`src/rtl/my_parity_rx_if.sv`:
```
`default_nettype none
// ============================================================================
//  Module      : my_parity_rx_if
//  Description : Serial-line and result bundle for the parity frame receiver.
//                err_count exists only with MY_PARITY_RX_ERRCNT_EN defined.
//  Revision    : 1.0  initial release
// ============================================================================
interface my_parity_rx_if #(
    parameter int DATA_W = 8
);
    logic              bit_en;
    logic              rxd;
    logic [DATA_W-1:0] data_out;
    logic              valid;
    logic              parity_err;
    logic              frame_err;
    logic              busy;
`ifdef MY_PARITY_RX_ERRCNT_EN
    logic [7:0]        err_count;
`endif

    modport master (
        output bit_en,
        output rxd,
        input  data_out,
        input  valid,
        input  parity_err,
        input  frame_err,
`ifdef MY_PARITY_RX_ERRCNT_EN
        input  err_count,
`endif
        input  busy
    );

    modport slave (
        input  bit_en,
        input  rxd,
        output data_out,
        output valid,
        output parity_err,
        output frame_err,
`ifdef MY_PARITY_RX_ERRCNT_EN
        output err_count,
`endif
        output busy
    );
endinterface
`default_nettype wire

```
`src/rtl/my_parity_rx.sv`:
```
`default_nettype none
// ============================================================================
//  Module      : my_parity_rx
//  Description : Receives start / DATA_W data (LSB first) / even parity / stop
//                frames; flags parity and framing errors. Optional saturating
//                error counter under MY_PARITY_RX_ERRCNT_EN.
//  Revision    : 1.0  initial release
// ============================================================================
module my_parity_rx #(
    parameter int DATA_W = 8
) (
    input  logic          clk,
    input  logic          rst,
    my_parity_rx_if.slave bus
);
    localparam int                CNT_W  = $clog2(DATA_W + 1);
    localparam logic [CNT_W-1:0] C_LAST = CNT_W'(DATA_W - 1);

    typedef enum logic [1:0] {
        S_IDLE   = 2'd0,
        S_DATA   = 2'd1,
        S_PARITY = 2'd2,
        S_STOP   = 2'd3
    } state_t;

    state_t            r_state;
    state_t            w_state_next;
    logic [DATA_W-1:0] r_shreg;
    logic [DATA_W-1:0] w_shreg_next;
    logic [CNT_W-1:0]  r_cnt;
    logic              r_acc;
    logic              r_perr;
    logic [DATA_W-1:0] r_data;
    logic              r_valid;
    logic              r_parity_err;
    logic              r_frame_err;

    // New bits enter at the MSB so the first (LSB) bit ends up at bit 0.
    generate
        if (DATA_W > 1) begin : g_shift_multi
            assign w_shreg_next = {bus.rxd, r_shreg[DATA_W-1:1]};
        end else begin : g_shift_single
            assign w_shreg_next = bus.rxd;
        end
    endgenerate

    always_ff @(posedge clk or posedge rst) begin
        if (rst) begin
            r_state <= S_IDLE;
        end else begin
            r_state <= w_state_next;
        end
    end

    always_comb begin
        w_state_next = r_state;
        if (bus.bit_en) begin
            case (r_state)
                S_IDLE:   if (!bus.rxd) w_state_next = S_DATA;
                S_DATA:   if (r_cnt == C_LAST) w_state_next = S_PARITY;
                S_PARITY: w_state_next = S_STOP;
                S_STOP:   w_state_next = S_IDLE;
                default:  w_state_next = S_IDLE;
            endcase
        end
    end

    always_ff @(posedge clk or posedge rst) begin
        if (rst) begin
            r_shreg      <= '0;
            r_cnt        <= '0;
            r_acc        <= 1'b0;
            r_perr       <= 1'b0;
            r_data       <= '0;
            r_valid      <= 1'b0;
            r_parity_err <= 1'b0;
            r_frame_err  <= 1'b0;
        end else begin
            r_valid     <= 1'b0;
            r_frame_err <= 1'b0;
            if (bus.bit_en) begin
                case (r_state)
                    S_IDLE: begin
                        if (!bus.rxd) begin
                            r_cnt <= '0;
                            r_acc <= 1'b0;
                        end
                    end
                    S_DATA: begin
                        r_shreg <= w_shreg_next;
                        r_acc   <= r_acc ^ bus.rxd;
                        r_cnt   <= r_cnt + CNT_W'(1);
                    end
                    S_PARITY: begin
                        r_perr <= r_acc ^ bus.rxd;
                    end
                    S_STOP: begin
                        if (bus.rxd) begin
                            r_data       <= r_shreg;
                            r_parity_err <= r_perr;
                            r_valid      <= 1'b1;
                        end else begin
                            r_frame_err  <= 1'b1;
                        end
                    end
                    default: ;
                endcase
            end
        end
    end

`ifdef MY_PARITY_RX_ERRCNT_EN
    logic [7:0] r_err_count;
    logic       w_err_evt;

    // Counts on the same edge that raises a flagged valid or a frame_err pulse.
    assign w_err_evt = bus.bit_en && (r_state == S_STOP) && (!bus.rxd || r_perr);

    always_ff @(posedge clk or posedge rst) begin
        if (rst) begin
            r_err_count <= 8'd0;
        end else if (w_err_evt && (r_err_count != 8'hFF)) begin
            r_err_count <= r_err_count + 8'd1;
        end
    end

    assign bus.err_count = r_err_count;
`endif

    assign bus.data_out   = r_data;
    assign bus.valid      = r_valid;
    assign bus.parity_err = r_parity_err;
    assign bus.frame_err  = r_frame_err;
    assign bus.busy       = (r_state != S_IDLE);

endmodule
`default_nettype wire

```
`src/flat_wrapper.sv`:
```
// flat-port wrapper written by rule: the top's interface ports become plain ports
module my_parity_rx_flat 
#(
    parameter int DATA_W = 8
)
  (clk, rst, bus_bit_en, bus_rxd, bus_data_out, bus_valid, bus_parity_err, bus_frame_err, bus_busy);
  my_parity_rx_if #(.DATA_W(DATA_W)) bus_i ();
  input  logic clk;
  input  logic rst;
  input wire logic [$bits(bus_i.bit_en)-1:0] bus_bit_en;
  input wire logic [$bits(bus_i.rxd)-1:0] bus_rxd;
  output wire logic [$bits(bus_i.data_out)-1:0] bus_data_out;
  output wire logic [$bits(bus_i.valid)-1:0] bus_valid;
  output wire logic [$bits(bus_i.parity_err)-1:0] bus_parity_err;
  output wire logic [$bits(bus_i.frame_err)-1:0] bus_frame_err;
  output wire logic [$bits(bus_i.busy)-1:0] bus_busy;
  assign bus_i.bit_en = bus_bit_en;
  assign bus_i.rxd = bus_rxd;
  assign bus_data_out = bus_i.data_out;
  assign bus_valid = bus_i.valid;
  assign bus_parity_err = bus_i.parity_err;
  assign bus_frame_err = bus_i.frame_err;
  assign bus_busy = bus_i.busy;
  my_parity_rx #(.DATA_W(DATA_W)) u_core (.clk(clk), .rst(rst), .bus(bus_i));
endmodule
```
`config.mk`:
```
export PLATFORM = sky130hd
export DESIGN_NAME = my_parity_rx_flat
export DESIGN_NICKNAME = d
export VERILOG_FILES = /design/src/rtl/my_parity_rx_if.sv /design/src/rtl/my_parity_rx.sv /design/src/flat_wrapper.sv
export SDC_FILE = /design/constraint.sdc
export NUM_CORES = 1
export LEC_CHECK = 0
export CAP_MARGIN = 5
export CORE_MARGIN = 2
export CORE_UTILIZATION = 40
export CTS_BUF_LIST = sky130_fd_sc_hd__clkbuf_4
export DETAILED_ROUTE_END_ITERATION = 8
export MAX_ROUTING_LAYER = met4
export PLACE_DENSITY_LB_ADDON = 0.12
export SYNTH_ARGS = -nofsm -noshare
export SYNTH_HDL_FRONTEND = slang
export SYNTH_SLANG_ARGS = --single-unit
```
`constraint.sdc`:
```
create_clock -name clk -period 3.85 [get_ports clk]
set_clock_uncertainty 0.15 [all_clocks]
set_input_delay 0.77 -clock clk [delete_from_list [all_inputs] [get_ports clk]]
set_output_delay 0.77 -clock clk [all_outputs]
set_load 0.02 [all_outputs]
```
==> metrics.txt <==
result of the run=completed; H-tree depth=1; Data required, critical path=2.93 ns; Setup Crit Path Kind=reg2out; Max FO, Critical Path=8; Initial Util=0.420; clock slew at reported path FFs=0.16 ns; Least-Margin Pin Slew=1.04 ns; peak supply drop=0.000285 V; Root Driver=clkbuf_4; final hold vios=0; slew margin rel.=0.308; worst stage delay on the critical path=0.55 ns; arrival time worst endpoint=1.88 ns; Distinct cells, synth=29; Avg WL per Cell=12.5 um; final net count=122; vias in the first global route=715; routed vias=734; Leak=0.635 nW; initial antenna violation count=0; non-filler instance count after layout=155; part of the cycle the worst path needs=0.728; top post-synthesis cells by area=dfrtp_1 53%, mux2_2 15%, ha_1 5.9%; flops & latches, synth=27; post-CTS sizing=0; Max Root-Sink Buffers=2; synthesized instance count=96; PD cells=761 nW/um2; clock buffer count from CTS=3; largest area contributor in the netlist=dfrtp_1; Max-Cap Viols=0; grt ovf=0; crit path buf inv count=3; Seq/Total Area, Yosys=0.531; # IOs=16; # diodes=0; port bufs=15; DRC Markers=0; Cell Area, Synth=1270 um2; Post-DRT Antenna Nets=0; clock sink count=27; GP Congestion=0.831; Hold/Removal Path Class=reg2reg; Max Fclk=357 MHz; drt pass-1 iters=4; Worst setup SP type=flop; placed cells=151; global-route wire length before repair=3400 um; Die X=60.4 um; Syn Nets=106; CTS tree=yes; crit path cell chain=inv_1 > ha_1 > inv_1 > clkdlybuf4s50_1; Die ar.=3650 um2; crit-path most repeated cell=inv_1; CP endpoint kind=output pin; post-CTS setup repair buffer count=0; clk_lat worst skew=0.33 ns; hold_buf cts=0; Final min period=2.80 ns; Synth Flop Type=dfrtp_1; Slew Viols, Final=0; Post-synth top cells=27 x dfrtp_1, 17 x mux2_2, 6 x ha_1, 6 x inv_1; Post-synth EDFFs=0; Chip Height=60.4 um; DP Area=1440 um2; share of cells above drive strength 1=0.234; Final setup viols=0; Initial DRC Count=22; Filler cells=299; setup TNS=0 ns; Fin Hold WS=0.371 ns; post-DR vias/cell=4.74; largest net degree at the start of global routing=28; Core Rows=20; count leader, synth=dfrtp_1; YS warnings=0; RSZ-0062 raised after global routing=false; Synth top area share=0.531; Area Overhead vs Synth=15.6%; CP max-delay cell=clkdlybuf4s50_1; final instance area=1470 um2; Async SR Flop Fraction=1.00; Avg Inst Size Synth=13.2 um2; core area=3030 um2; dpl hpwl=1400 um; largest delay contributor family on the critical path=buffers and inverters; total track usage=0.131; routed wire length=1940 um
## routing by layer
metal	routed length (um)	GRT usage	up-vias
li1	-	-	363
met3	67	0.0277	2
met2	904	0.199	14
met5	0	-	-
met4	19	0.0476	0
met1	945	0.173	355
## final timing paths
path	startpoint	to	slack (ns)	cells after the start
hold / removal	u_core.bus.data_out[0]	u_core.bus.data_out[0]	0.37	1
setup reg to reg	u_core.r_state[1]	u_core.r_state[1]	2.06	5
hold reg to reg	u_core.bus.data_out[0]	u_core.bus.data_out[0]	0.37	1
max in group asynchronous	rst	u_core.r_shreg[0]	2.10	2
setup / recovery	u_core.r_state[1]	bus_busy	1.05	4
min in group asynchronous	rst	u_core.r_shreg[2]	0.82	2
## cell type report
| class | count | area, um2 | share of cell area |
|---|---|---|---|
| Inverter | 6 | 22.5 | 0.0153 |
| Multi-Input combinational cell | 59 | 536 | 0.365 |
| Tap cell | 44 | 55.1 | 0.0375 |
| Timing Repair Buffer | 15 | 150 | 0.102 |
| Clock buffer | 3 | 22.5 | 0.0153 |
| Clock inverter | 1 | 7.51 | 0.00511 |
| Sequential cell | 27 | 676 | 0.460 |
## metrics by stage
| step | util | power (mW) | setup WS [ns] |
|---|---|---|---|
| final | 0.485 | 1.12 | 1.05 |
| after global routing | 0.485 | 1.21 | 0.930 |
| after CTS | 0.485 | 1.13 | 1.03 |
| after detailed placement | 0.475 | 1.01 | 1.28 |
| after global placement | 0.475 | 0.992 | 1.31 |
| after floorplan | - | 0.840 | 2.01 |
## logic make-up (layout without fill, tap and decap cells)
kind of cell,count (synthesis),in the layout,share of synthesized area
AO/OA/AOI/OAI,16,16,0.0984
XOR/XNOR,1,1,0.00689
adder cells (fa/ha/maj),6,6,0.0591
buffers and inverters,10,25,0.0472
flip-flops,27,27,0.531
multiplexers,19,19,0.167
AND/OR/NAND/NOR,17,17,0.0896
## cells in the final DEF (no fill, tap or decap), types with 2 or more instances in the layout
master and n:
dfrtp_1 27, mux2_2 17, clkdlybuf4s50_1 15, inv_1 6, ha_1 6, nand2_1 4, o21ai_0 4, nand3b_1 3
clkbuf_4 3, a21oi_1 2, nor3_1 2, a31oi_1 2, nor2_1 2, nand2b_1 2
## registers in the layout (all words and copies together), names as in the netlist
name,count
u_core.bus.valid,1
u_core.bus.frame_err,1
u_core.r_state,2
u_core.bus.data_out,8
u_core.r_perr,1
u_core.bus.parity_err,1
u_core.r_shreg,8
u_core.r_cnt,4
u_core.r_acc,1
## power by group
group          switching, mW  internal, mW
Clock                 0.0866        0.0397
Combinational          0.240         0.260
Sequential            0.0804         0.410
Total                  0.407         0.710
(Power assumes the default switching activity.)
